===== src/rtl/task_display_mux_pkg.sv =====
// Shared constants and helpers for the task display multiplexer.
package task_display_mux_pkg;

  localparam int COLOUR_W_DEF       = 16;
  localparam int TICK_DIV_DEF       = 10000;
  localparam int DEBOUNCE_TICKS_DEF = 4;

  // Width of active_id and the code reported when no task is committed.
  localparam int              ID_W    = 5;
  localparam logic [ID_W-1:0] NONE_ID = 5'd31;

  // Upper bound on task channels; helpers work on vectors this wide.
  localparam int MAX_TASKS = 16;

  // Keep only the lowest set bit (highest priority request).
  function automatic logic [MAX_TASKS-1:0] lowest_set(input logic [MAX_TASKS-1:0] v);
    logic [MAX_TASKS-1:0] r;
    r = {MAX_TASKS{1'b0}};
    for (int k = MAX_TASKS - 1; k >= 0; k--) begin
      if (v[k]) begin
        r    = {MAX_TASKS{1'b0}};
        r[k] = 1'b1;
      end else begin
        r = r;
      end
    end
    return r;
  endfunction

  // Binary index of a one-hot vector, NONE_ID when the vector is zero.
  function automatic logic [ID_W-1:0] onehot_to_id(input logic [MAX_TASKS-1:0] sel);
    logic [ID_W-1:0] id;
    id = NONE_ID;
    for (int k = MAX_TASKS - 1; k >= 0; k--) begin
      if (sel[k]) begin
        id = ID_W'(k);
      end else begin
        id = id;
      end
    end
    return id;
  endfunction

endpackage


===== src/rtl/task_display_mux_switch_debouncer.sv =====
// Switch conditioning: 2-flop synchroniser, sample tick divider and a
// consecutive-sample debouncer for the priority-encoded candidate.
module switch_debouncer
  import task_display_mux_pkg::*;
#(
  parameter int WIDTH          = 4,
  parameter int TICK_DIV       = TICK_DIV_DEF,
  parameter int DEBOUNCE_TICKS = DEBOUNCE_TICKS_DEF
) (
  input  logic             clk,
  input  logic             reset,
  input  logic [WIDTH-1:0] sw_raw,
  output logic [WIDTH-1:0] sw_sync,
  input  logic [WIDTH-1:0] candidate,
  output logic [WIDTH-1:0] stable
);

  localparam int TCNT_W = (TICK_DIV > 1) ? $clog2(TICK_DIV) : 1;
  localparam int DCNT_W = $clog2(DEBOUNCE_TICKS + 1);
  localparam logic [TCNT_W-1:0] TCNT_MAX = TCNT_W'(TICK_DIV - 1);
  localparam logic [DCNT_W-1:0] DCNT_MAX = DCNT_W'(DEBOUNCE_TICKS);

  logic [WIDTH-1:0]  sync1_r;
  logic [WIDTH-1:0]  sync2_r;
  logic [TCNT_W-1:0] tcnt_r;
  logic              tick_s;
  logic [WIDTH-1:0]  last_r;
  logic [WIDTH-1:0]  last_next_s;
  logic [DCNT_W-1:0] dcnt_r;
  logic [DCNT_W-1:0] dcnt_next_s;
  logic [WIDTH-1:0]  stable_r;
  logic [WIDTH-1:0]  stable_next_s;

  // Two-flop synchroniser for the asynchronous switches.
  always_ff @(posedge clk) begin
    if (reset) begin
      sync1_r <= {WIDTH{1'b0}};
      sync2_r <= {WIDTH{1'b0}};
    end else begin
      sync1_r <= sw_raw;
      sync2_r <= sync1_r;
    end
  end

  assign sw_sync = sync2_r;
  assign tick_s  = (tcnt_r == TCNT_MAX);

  // Free-running sample divider, wraps after TICK_DIV cycles.
  always_ff @(posedge clk) begin
    if (reset) begin
      tcnt_r <= {TCNT_W{1'b0}};
    end else if (tick_s) begin
      tcnt_r <= {TCNT_W{1'b0}};
    end else begin
      tcnt_r <= tcnt_r + TCNT_W'(1);
    end
  end

  // Count identical samples; a zero count means no sample since reset,
  // so the first sample always starts a fresh run at 1.
  always_comb begin
    dcnt_next_s   = dcnt_r;
    last_next_s   = last_r;
    stable_next_s = stable_r;
    if (tick_s) begin
      if ((candidate == last_r) && (dcnt_r != {DCNT_W{1'b0}})) begin
        if (dcnt_r < DCNT_MAX) begin
          dcnt_next_s = dcnt_r + DCNT_W'(1);
        end else begin
          dcnt_next_s = dcnt_r;
        end
      end else begin
        dcnt_next_s = DCNT_W'(1);
        last_next_s = candidate;
      end
      if (dcnt_next_s == DCNT_MAX) begin
        stable_next_s = candidate;
      end else begin
        stable_next_s = stable_r;
      end
    end else begin
      dcnt_next_s   = dcnt_r;
      last_next_s   = last_r;
      stable_next_s = stable_r;
    end
  end

  // Debounce state registers.
  always_ff @(posedge clk) begin
    if (reset) begin
      dcnt_r   <= {DCNT_W{1'b0}};
      last_r   <= {WIDTH{1'b0}};
      stable_r <= {WIDTH{1'b0}};
    end else begin
      dcnt_r   <= dcnt_next_s;
      last_r   <= last_next_s;
      stable_r <= stable_next_s;
    end
  end

  assign stable = stable_r;

endmodule


===== src/rtl/task_display_mux.sv =====
// Task display multiplexer: picks the highest-priority debounced task,
// commits it only on OLED frame boundaries and muxes its pixel colour.
module task_display_mux
  import task_display_mux_pkg::*;
#(
  parameter int N_TASKS        = 4,
  parameter int COLOUR_W       = COLOUR_W_DEF,
  parameter int TICK_DIV       = TICK_DIV_DEF,
  parameter int DEBOUNCE_TICKS = DEBOUNCE_TICKS_DEF
) (
  input  logic                        clk,
  input  logic                        reset,
  input  logic [N_TASKS-1:0]          task_sw,
  input  logic                        frame_begin,
  input  logic [N_TASKS*COLOUR_W-1:0] colour_in,
  input  logic [COLOUR_W-1:0]         default_colour,
  output logic [N_TASKS-1:0]          task_en,
  output logic [ID_W-1:0]             active_id,
  output logic [COLOUR_W-1:0]         pixel_out,
  output logic                        seg_en,
  output logic                        switch_pulse
);

  logic [N_TASKS-1:0]  sw_sync_s;
  logic [N_TASKS-1:0]  candidate_s;
  logic [N_TASKS-1:0]  stable_s;
  logic [N_TASKS-1:0]  committed_r;
  logic [N_TASKS-1:0]  commit_next_s;
  logic [ID_W-1:0]     id_next_s;
  logic [COLOUR_W-1:0] pix_next_s;

  switch_debouncer #(
    .WIDTH          (N_TASKS),
    .TICK_DIV       (TICK_DIV),
    .DEBOUNCE_TICKS (DEBOUNCE_TICKS)
  ) u_debouncer (
    .clk       (clk),
    .reset     (reset),
    .sw_raw    (task_sw),
    .sw_sync   (sw_sync_s),
    .candidate (candidate_s),
    .stable    (stable_s)
  );

  // Priority encode: bit 0 wins; the debouncer only samples this on ticks.
  always_comb begin
    candidate_s = N_TASKS'(lowest_set(MAX_TASKS'(sw_sync_s)));
  end

  // Frame-aligned commit. stable_s is the pre-edge value, so a selection
  // that changes on a frame_begin cycle waits for the next frame.
  always_comb begin
    commit_next_s = committed_r;
    if (frame_begin) begin
      commit_next_s = stable_s;
    end else begin
      commit_next_s = committed_r;
    end
    id_next_s = onehot_to_id(MAX_TASKS'(commit_next_s));
  end

  // Colour of the currently committed task, default colour when idle.
  always_comb begin
    pix_next_s = {COLOUR_W{1'b0}};
    for (int k = 0; k < N_TASKS; k++) begin
      if (committed_r[k]) begin
        pix_next_s = colour_in[k*COLOUR_W +: COLOUR_W];
      end else begin
        pix_next_s = pix_next_s;
      end
    end
    if (committed_r == {N_TASKS{1'b0}}) begin
      pix_next_s = default_colour;
    end else begin
      pix_next_s = pix_next_s;
    end
  end

  // Committed selection and registered display outputs.
  always_ff @(posedge clk) begin
    if (reset) begin
      committed_r  <= {N_TASKS{1'b0}};
      active_id    <= NONE_ID;
      seg_en       <= 1'b1;
      switch_pulse <= 1'b0;
      pixel_out    <= {COLOUR_W{1'b0}};
    end else begin
      committed_r  <= commit_next_s;
      active_id    <= id_next_s;
      seg_en       <= (commit_next_s == {N_TASKS{1'b0}});
      switch_pulse <= frame_begin && (stable_s != committed_r);
      pixel_out    <= pix_next_s;
    end
  end

  assign task_en = committed_r;

endmodule


===== config.mk =====
export PLATFORM = sky130hd
export DESIGN_NAME = task_display_mux
export DESIGN_NICKNAME = d
export VERILOG_FILES = /design/src/rtl/task_display_mux_pkg.sv /design/src/rtl/task_display_mux_switch_debouncer.sv /design/src/rtl/task_display_mux.sv
export SDC_FILE = /design/constraint.sdc
export NUM_CORES = 1
export LEC_CHECK = 0
export BUFFER_PORTS_ARGS = -buffer_cell sky130_fd_sc_hd__buf_2
export CAP_MARGIN = 20
export CORE_UTILIZATION = 49
export DETAILED_ROUTE_END_ITERATION = 10
export PLACE_DENSITY = 0.8
export REMOVE_ABC_BUFFERS = 1
export SLEW_MARGIN = 40
export SYNTH_ARGS = -nofsm -noshare
export SYNTH_HDL_FRONTEND = slang
export SYNTH_HIERARCHICAL = 1
export SYNTH_SLANG_ARGS = --single-unit

===== constraint.sdc =====
create_clock -name clk -period 2.5 [get_ports clk]
set_input_delay 0.125 -clock clk [delete_from_list [all_inputs] [get_ports clk]]
set_output_delay 0.125 -clock clk [all_outputs]
set_load 0.01 [all_outputs]

# After elaboration in Yosys (flattened, before gate mapping)
# Cells that the tools add are included.
[classes]
n_addsub = 2
magnitude_cmp = 1
eq_ne = 4
n_mux = 17
n_bitwise = 1
n_reduce_logical = 8
[ops]
columns = ["op", "n"]
rows = [
  ["$mux 16", 5],
  ["$mux 4", 5],
  ["$mux 5", 4],
  ["$add 14x1->14 const B", 1],
  ["$eq 14x14->1 const B", 1],
  ["$mux 3", 3],
  ["$logic_not 4->1", 2],
  ["$eq 4x4->1", 1],
  ["$ne 4x4->1", 1],
  ["$reduce_and 2->1", 2],
  ["$add 3x1->3 const B", 1],
  ["$eq 3x3->1 const B", 1],
  ["$lt 3x3->1 const B", 1],
  ["$reduce_bool 3->1", 1],
  ["$logic_and 1x1->1", 2],
  ["$reduce_or 2->1", 1],
  ["$not 1->1", 1],
]
[word_totals]
regBits = 60
in_bits = 87
out_inout_bits = 27
wordCells = 44

# Depth between registers and ports, before layout
# Gate-level depths: netlist of the first run.
[depth]
ltp_word = 10
mapped_depth = 8
ltp_nobuf = 6

# Cells and area by module
# Netlist of the first run, hierarchy kept.
[modules_own_cells]
columns = ["mod", "instances", "cells_per_inst", "area_per_inst_um2", "seq_area_each_um2"]
rows = [
  ["task_display_mux", 1, 188, 1480.2, 500.5],
  ["switch_debouncer", 1, 144, 1430.1, 660.6],
]

# Worst setup path after synthesis of the first run
# No wires, ideal clock.
[synth_path]
path_kind = "register -> register"
startpoint = "register u_debouncer.sync2_r[0] (netlist: u_debouncer/sw_sync[0])"
endpoint = "register u_debouncer.stable_r[0] (netlist: u_debouncer/stable[0])"
setup_ns = 0.072
arrival_time_ns = 1.707
required_ns = 2.428
slack_ns = 0.721
path_stages_with_launch = 6
path_buffers = 0
period_less_slack_ns = 1.779
path_cell_list = "dfxtp_1 nor4b_1 xnor2_1 nand3_1 nor4_4 mux2i_1"
[synth_via]
elab_chain_cells = 7
[synth_rtl]
columns = ["item", "line_no", "text"]
rows = [
  ["start: declaration", "task_display_mux_switch_debouncer.sv:24", "logic [WIDTH-1:0] sync2_r;"],
  ["start signal: assignment", "task_display_mux_switch_debouncer.sv:38", "sync2_r <= {WIDTH{1'b0}};"],
  ["start signal: assignment", "task_display_mux_switch_debouncer.sv:41", "sync2_r <= sync1_r;"],
  ["$mux 4", "task_display_mux_pkg.sv:20", "if (v[k]) begin"],
  ["via candidate_s[3]", "task_display_mux.sv:25", "logic [N_TASKS-1:0] candidate_s;"],
  ["$eq 4x4->1", "task_display_mux_switch_debouncer.sv:66", "if ((candidate == last_r) && (dcnt_r != {DCNT_W{1'b0}})) begin"],
  ["$logic_and 1x1->1", "task_display_mux_switch_debouncer.sv:66", ""],
  ["$mux 3", "task_display_mux_switch_debouncer.sv:66", ""],
  ["$mux 3", "task_display_mux_switch_debouncer.sv:65", "if (tick_s) begin"],
  ["$eq 3x3->1", "task_display_mux_switch_debouncer.sv:76", "if (dcnt_next_s == DCNT_MAX) begin"],
  ["$reduce_and 2->1 (no source line)", "-", ""],
  ["end signal: assignment", "task_display_mux_switch_debouncer.sv:93", "stable_r <= {WIDTH{1'b0}};"],
  ["end signal: assignment", "task_display_mux_switch_debouncer.sv:97", "stable_r <= stable_next_s;"],
  ["end: declaration", "task_display_mux_switch_debouncer.sv:31", "logic [WIDTH-1:0] stable_r;"],
]
# The timed path passes the listed nets, and every way through them passes these cells. The select of a mux whose other input is x is not followed.
# A chain may end at the register's enable or synchronous reset.

# Worst setup path after layout of the first run
[layout_path]
startpoint = "register u_debouncer.tcnt_r[0]"
endpoint = "register u_debouncer.stable_r[3] (netlist: u_debouncer/stable[3])"
[layout_via]
elab_chain_cells = 2
[layout_rtl]
columns = ["item", "line_no", "text"]
rows = [
  ["start: declaration", "task_display_mux_switch_debouncer.sv:25", "logic [TCNT_W-1:0] tcnt_r;"],
  ["start signal: assignment", "task_display_mux_switch_debouncer.sv:51", "tcnt_r <= {TCNT_W{1'b0}};"],
  ["start signal: assignment", "task_display_mux_switch_debouncer.sv:53", "tcnt_r <= {TCNT_W{1'b0}};"],
  ["start signal: assignment", "task_display_mux_switch_debouncer.sv:55", "tcnt_r <= tcnt_r + TCNT_W'(1);"],
  ["$eq 14x14->1", "task_display_mux_switch_debouncer.sv:46", "assign tick_s = (tcnt_r == TCNT_MAX);"],
  ["$reduce_and 2->1 (no source line)", "-", ""],
]
# Every way passes these cells.

==> results.md, run 1 <==
* Syn-to-layout area delta at 27.0%
* WL final at 6650 um
* Most frequent cells in the layout: 113 x buf_2, 58 x dfxtp_1, 52 x nor2_1
* Cell variety after synth at 44
* CTS Sinks at 58
* Final Cycle Share at 0.834
* Crit start category: flop
* Die Y at 79.1 um
* Synth warn at 6
* Normalized max-slew margin at 0.540
* Share of cells above drive strength 1 at 0.323
* Initial Util at 0.519
* Crit path required time at 2750 ps
* CTS tree: done
* Pwr dens at 538 nW/um^2
* Yosys reg bits at 58
* Reg-to-Reg End: u_debouncer/stable[3]$_SDFFE_PP0P_
* Finished Cell Area at 3700 sq um
* Final Hold Fails at 0
* Final setup viols at 0
* Hold WS at 78.5 ps
* Worst hold path class: in -> reg
* Slowest cell on the critical path: nor4_4
* Max-cap violations at 0
* Max Freq at 0.480 GHz
* NumNets Final at 528
* Reg2reg path depth at 5
* Core Area at 5610 sq um
* # port buffers at 113
* Die width at 79.1 um
* Vias/cell at 5.23
* Commonest non-fill, non-tap cell in the layout: buf_2
* Largest net degree at the start of global routing at 41
* Crit path to: u_debouncer/stable[3]$_SDFFE_PP0P_
* Final Skew at 7.42 ps
* Post-CTS Resized at 0
* DR WL/cell at 12.9 um
* Syn Area/Cell at 8.77 sq um
* Worst Tran Pin Value at 691 ps
* Post-DRT Antenna Nets at 0
* Max FO, Critical Path at 12
* Crit path largest cell delay at 550 ps
* CTS clk-pin slew, worst paths at 70 ps
* N_diodes at 0
* Detailed-route via count at 2,691
* Final slew viol count at 0
* FFs w/ async S/R, synth at 0
* Worst-Skew Late Latency at 330 ps
* Final worst slack at 415 ps
* Die ar. at 6250 sq um
* CTS max path bufs at 2
* Period minus WS final at 2090 ps
* Leak at 1.70 nW
* Clock root cell: clkbuf_8
* Status: completed
* Critical Setup Path Class: reg -> reg
* Max VDD drop at 0.374 mV
* Number of enable flip-flop cells after synthesis at 0
* Dpl ws at 416 ps
* GRT overflow at 0
* Number of global-route vias before repair at 2,574
* Seq/Total Area, Yosys at 0.399
* RD Place Congestion at 0.835
* Pre-Repair DR Iteration Count at 4
* Rows at 27
* Drt initial violations at 119
* Worst Path Arrival at 2330 ps
* CP Capture Type: flop
* Critical R2R Launch: u_debouncer/tcnt_r[0]$_SDFF_PP0_
* # Post-CTS Setup Buffers at 0
* Unrepaired setup endpoints after global routing: false
* GRT Total Usage at 0.228
* Post-Syn Area at 2910 sq um
* DRC Markers at 0
* Detailed placer's ending HPWL at 4730 um
* H-tree depth at 3
* Ports at 114
* Area post-placement at 3450 sq um
* Synth Flop Type: dfxtp_1
* Synth Instances at 332
* Initial antenna violation count at 0
* R2r setup slk at 410 ps
* Filler cells at 491
* Setup TNS at 0 ps
* Total CTS buffers at 9
* CP startpoint: u_debouncer/tcnt_r[0]$_SDFF_PP0_
* First-pass GRT wire length at 11,100 um
* Crit path cell chain: ha_1 > and3_1 > nand4_2 > nor4_4 > mux2i_1
-- synthesized netlist by cell type, types with 5 or more instances --
master	instances	area [sq um]
dfxtp_1	58	1160
nor2_1	52	195
a21oi_1	24	120
nor2b_1	24	150
inv_1	21	78.8
a2111oi_0	15	131
a221o_1	15	150
nand2_1	15	56.3
xor2_1	15	131
clkbuf_1	13	48.8
mux2i_1	12	120
nand3_1	6	30.0
buf_2	5	25.0
nand4_1	5	31.3
xnor2_1	5	43.8
-- what timing repair did --
| item | CTS | global route |
|---|---|---|
| hold endpoints to repair | 4 | 0 |
| setup endpoints to repair | 0 | 0 |
| hold buffers | 4 | 0 |
-- area by class of cell --
class                   count  area (sq um)  share of cell area
well taps                  72          90.1              0.0244
clock inverters             7          78.8              0.0213
multi-input cells         226          1520               0.411
repair buffers            122           643               0.174
flip-flops and latches     58          1160               0.314
inverters                  21          78.8              0.0213
clock buffers               9           124              0.0335
-- worst min path at each step --
stage | from | slack, ps | cells after the start | to
after floorplan | reset | 190 | 1 | u_debouncer/dcnt_r[0]$_SDFFE_PP0P_
after global placement | task_sw[1] | 340 | 2 | u_debouncer/sync1_r[1]$_SDFF_PP0_
after detailed placement | task_sw[1] | 340 | 2 | u_debouncer/sync1_r[1]$_SDFF_PP0_
after CTS | colour_in[50] | 60 | 3 | pixel_out[2]$_SDFF_PP0_
after global routing | default_colour[15] | 70 | 3 | pixel_out[15]$_SDFF_PP0_
final | colour_in[50] | 80 | 3 | pixel_out[2]$_SDFF_PP0_
-- routing by layer --
| layer | wire [um] | vias to the layer above | track usage |
|---|---|---|---|
| li1 | - | 1369 | - |
| met1 | 2900 | 1224 | 0.272 |
| met2 | 3250 | 83 | 0.378 |
| met3 | 315 | 15 | 0.0598 |
| met4 | 185 | 0 | 0.111 |
| met5 | 0 | - | 0 |
-- flip-flops by register name, summed over array words and instances (netlist names) --
| name | flops |
|---|---|
| u_debouncer/sync1_r | 4 |
| switch_pulse | 1 |
| u_debouncer/stable | 4 |
| u_debouncer/sw_sync | 4 |
| pixel_out | 16 |
| u_debouncer/dcnt_r | 3 |
| u_debouncer/tcnt_r | 14 |
| task_en | 4 |
| u_debouncer/last_r | 4 |
| seg_en | 1 |
| active_id | 3 |
-- through the flow --
stage           util  instances  total power [W]
4_1_cts        0.659        515          0.00201
2_1_floorplan      -        305          0.00104
6_report       0.659        515          0.00199
3_3_place_gp   0.616        495          0.00114
5_1_grt        0.659        515          0.00209
3_5_place_dp   0.616        495          0.00114
-- critical path, delay by kind of cell, from the launching register on --
family / cells / cell delay (ps)
adder cells (fa/ha/maj): 1 / 190
AND/OR/NAND/NOR: 3 / 1220
flip-flops: 1 / 370
multiplexers: 1 / 230
-- cells by family (layout without fill, tap and decap cells) --
family / Yosys count / count (layout) / share of synthesized area
AOI/OAI and AO/OA: 64 / 64 / 0.168
xor gates and xnor gates: 20 / 20 / 0.0602
adders and majority gates: 3 / 3 / 0.0129
buffers and inverters: 48 / 159 / 0.0787
DFF: 58 / 58 / 0.399
muxes: 12 / 12 / 0.0413
and+or+nand+nor: 127 / 127 / 0.240
-- report_power, final --
group,switching [W],internal (W)
clock network,0.000397,0.000466
registers,0.00000940,0.000950
logic,0.0000775,0.0000897
total,0.000483,0.00151
No activity file was read; power rests on OpenSTA's default activity.
==> run 2: changes to the inputs <==
==> constraint.sdc (replaced) <==
create_clock -name clk -period 2 [get_ports clk]
set_input_delay 0.1 -clock clk [delete_from_list [all_inputs] [get_ports clk]]
set_output_delay 0.1 -clock clk [all_outputs]
set_load 0.01 [all_outputs]
==> run 2 against run 1 <==
Effect of this change: critical path depth unchanged; combinational power up 26%; clock skew is 2.2 ps lower; highest routed layer unchanged; sequential power is 25% higher; final area is 0.85% higher; register-to-register slack worse by 370 ps; worst hold slack worse by 39 ps; count of clock-buffer cells in the layout increased by 5.
==> results.md, run 2 (synthesized netlist as in run 1, its figures left out) <==
* Most frequent cells in the layout: 113 x buf_2, 57 x dfxtp_1, 52 x nor2_1 (was 113 x buf_2, 58 x dfxtp_1, 52 x nor2_1)
* Critical Setup Path Class: reg -> reg (unchanged)
* Critical R2R Launch: u_debouncer/sw_sync[0]$_SDFF_PP0_ (was u_debouncer/tcnt_r[0]$_SDFF_PP0_)
* Filler cells at 472 (was 491)
* Drt initial violations at 129 (was 119)
* Die ar. at 6250 sq um (unchanged)
* Hold Path End: pixel_out[14]$_SDFF_PP0_ (was pixel_out[2]$_SDFF_PP0_)
* Fin cells at 520 (was 515)
* Critical hold path startpoint: default_colour[14] (was colour_in[50])
* Final slew viol count at 0 (unchanged)
* RD Place Congestion at 0.808 (was 0.835)
* DRC Markers at 0 (unchanged)
* Detailed-route via count at 2,736 (was 2,691)
* Clock root cell: clkbuf_8 (unchanged)
* Initial antenna violation count at 0 (unchanged)
* Placed Cells at 499 (was 495)
* GRT Total Usage at 0.227 (was 0.228)
* First-pass GRT wire length at 11,000 um (was 11,100 um)
* CP Capture Type: flop (unchanged)
* DR WL/cell at 13.2 um (was 12.9 um)
* Core Area at 5610 sq um (unchanged)
* Largest regs: pixel_out x16, u_debouncer/tcnt_r x14 (unchanged)
* Final Hold Fails at 0 (unchanged)
* Normalized max-slew margin at 0.699 (was 0.540)
* Commonest non-fill, non-tap cell in the layout: buf_2 (unchanged)
* Die width at 79.1 um (unchanged)
* Final worst slack at 48.0 ps (was 415 ps)
* CTS clk-pin slew, worst paths at 70 ps (about the same)
* Vias/cell at 5.26 (was 5.23)
* Dpl ws at 35.4 ps (was 416 ps)
* Largest register by flop count: pixel_out (unchanged)
* Final Util at 0.665 (was 0.659)
* Worst-Skew Late Latency at 330 ps (about the same)
* Rows at 27 (unchanged)
* Largest net degree at the start of global routing at 40 (was 41)
* Final Skew at 5.21 ps (was 7.42 ps)
* Max Freq at 0.512 GHz (was 0.480 GHz)
* Crit start category: flop (unchanged)
* Pre-Repair DR Iteration Count at 4 (unchanged)
* Final Cycle Share at 0.976 (was 0.834)
* Max-cap violations at 0 (unchanged)
* Post-DRT Antenna Nets at 0 (unchanged)
* Total CTS buffers at 9 (unchanged)
* Die Y at 79.1 um (unchanged)
* Initial Util at 0.519 (unchanged)
* R2r setup slk at 50 ps (was 410 ps)
* Status: completed (unchanged)
* CTS tree: done (unchanged)
* Period minus WS final at 1950 ps (was 2090 ps)
* Worst hold path class: in -> reg (unchanged)
* Share of cells above drive strength 1 at 0.328 (was 0.323)
* Worst Tran Pin Value at 446 ps (was 691 ps)
* Final setup viols at 0 (unchanged)
* GRT overflow at 0 (unchanged)
* NumNets Final at 533 (was 528)
* Reg-to-Reg End: u_debouncer/dcnt_r[1]$_SDFFE_PP0P_ (was u_debouncer/stable[3]$_SDFFE_PP0P_)
* Ports at 114 (unchanged)
* H-tree depth at 3 (unchanged)
* Crit path required time at 2230 ps (was 2750 ps)
* Worst hold stages at 2 (was 3)
* Detailed placer's ending HPWL at 4910 um (was 4730 um)
* Pwr dens at 642 nW/um^2 (was 538 nW/um^2)
* Max VDD drop at 0.392 mV (was 0.374 mV)
* Setup TNS at 0 ps (unchanged)
* Syn-to-layout area delta at 28.1% (was 27.0%)
* WL final at 6880 um (was 6650 um)
* N_diodes at 0 (unchanged)
* CTS Sinks at 58 (unchanged)
* Number of global-route vias before repair at 2,556 (was 2,574)
* Worst Path Arrival at 2180 ps (was 2330 ps)
* Leak at 1.73 nW (was 1.70 nW)
* Reg2reg path depth at 5 (unchanged)
* CTS max path bufs at 2 (unchanged)
* Max FO, Critical Path at 6 (was 12)
* Max reg flops at 16 (unchanged)
* # port buffers at 113 (unchanged)
* Hold WS at 39.2 ps (was 78.5 ps)
[run 2: what timing repair did]
item / CTS / global route
endpoints found under the hold margin: 4 / 0
buffers inserted: 0 / 1
hold buffers: 4 / 0
setup endpoints to repair: 0 / 4
gates resized for setup: 0 / 1
[run 2: worst max path at each step]
stage	depth (start not counted)	end	start
2_1_floorplan	5	u_debouncer/stable[0]$_SDFFE_PP0P_	u_debouncer/tcnt_r[0]$_SDFF_PP0_
3_3_place_gp	5	u_debouncer/stable[0]$_SDFFE_PP0P_	u_debouncer/sw_sync[0]$_SDFF_PP0_
3_5_place_dp	5	u_debouncer/stable[2]$_SDFFE_PP0P_	u_debouncer/sw_sync[0]$_SDFF_PP0_
4_1_cts	5	u_debouncer/stable[0]$_SDFFE_PP0P_	u_debouncer/sw_sync[0]$_SDFF_PP0_
5_1_grt	5	u_debouncer/dcnt_r[1]$_SDFFE_PP0P_	u_debouncer/sw_sync[0]$_SDFF_PP0_
6_report	5	u_debouncer/dcnt_r[1]$_SDFFE_PP0P_	u_debouncer/sw_sync[0]$_SDFF_PP0_
[run 2: critical path, stage by stage, from the launching register on]
cell      delay [ps]
dfxtp_1          360
nor4b_1          470
xnor2_1          180
nand3_1          190
or4_1            560
o311ai_1          90
[run 2: area by class of cell]
class | instances | area [sq um] | area share
repair buffers | 127 | 693 | 0.186
clock inverters | 2 | 10.0 | 0.00269
inverters | 21 | 78.8 | 0.0211
well taps | 72 | 90.1 | 0.0242
flip-flops and latches | 58 | 1160 | 0.312
clock buffers | 14 | 173 | 0.0463
multi-input cells | 226 | 1520 | 0.408
[run 2: metrics by stage]
step           cell area [sq um]  total power, W
3_5_place_dp                3500         0.00143
2_1_floorplan               2760         0.00130
3_3_place_gp                3500         0.00142
5_1_grt                     3730         0.00250
6_report                    3730         0.00239
4_1_cts                     3720         0.00242
[run 2: power by group]
group	internal, W	switching (W)	total (W)
Combinational	0.000113	0.0000969	0.000210
Sequential	0.00119	0.0000124	0.00120
Clock	0.000548	0.000434	0.000982
[run 2: routing by layer]
layer / part of all wire / track usage / vias to the layer above
li1: - / - / 1379
met5: 0 / 0 / -
met3: 0.055 / 0.0529 / 14
met1: 0.43 / 0.247 / 1243
met4: 0.023 / 0.136 / 0
met2: 0.49 / 0.398 / 100
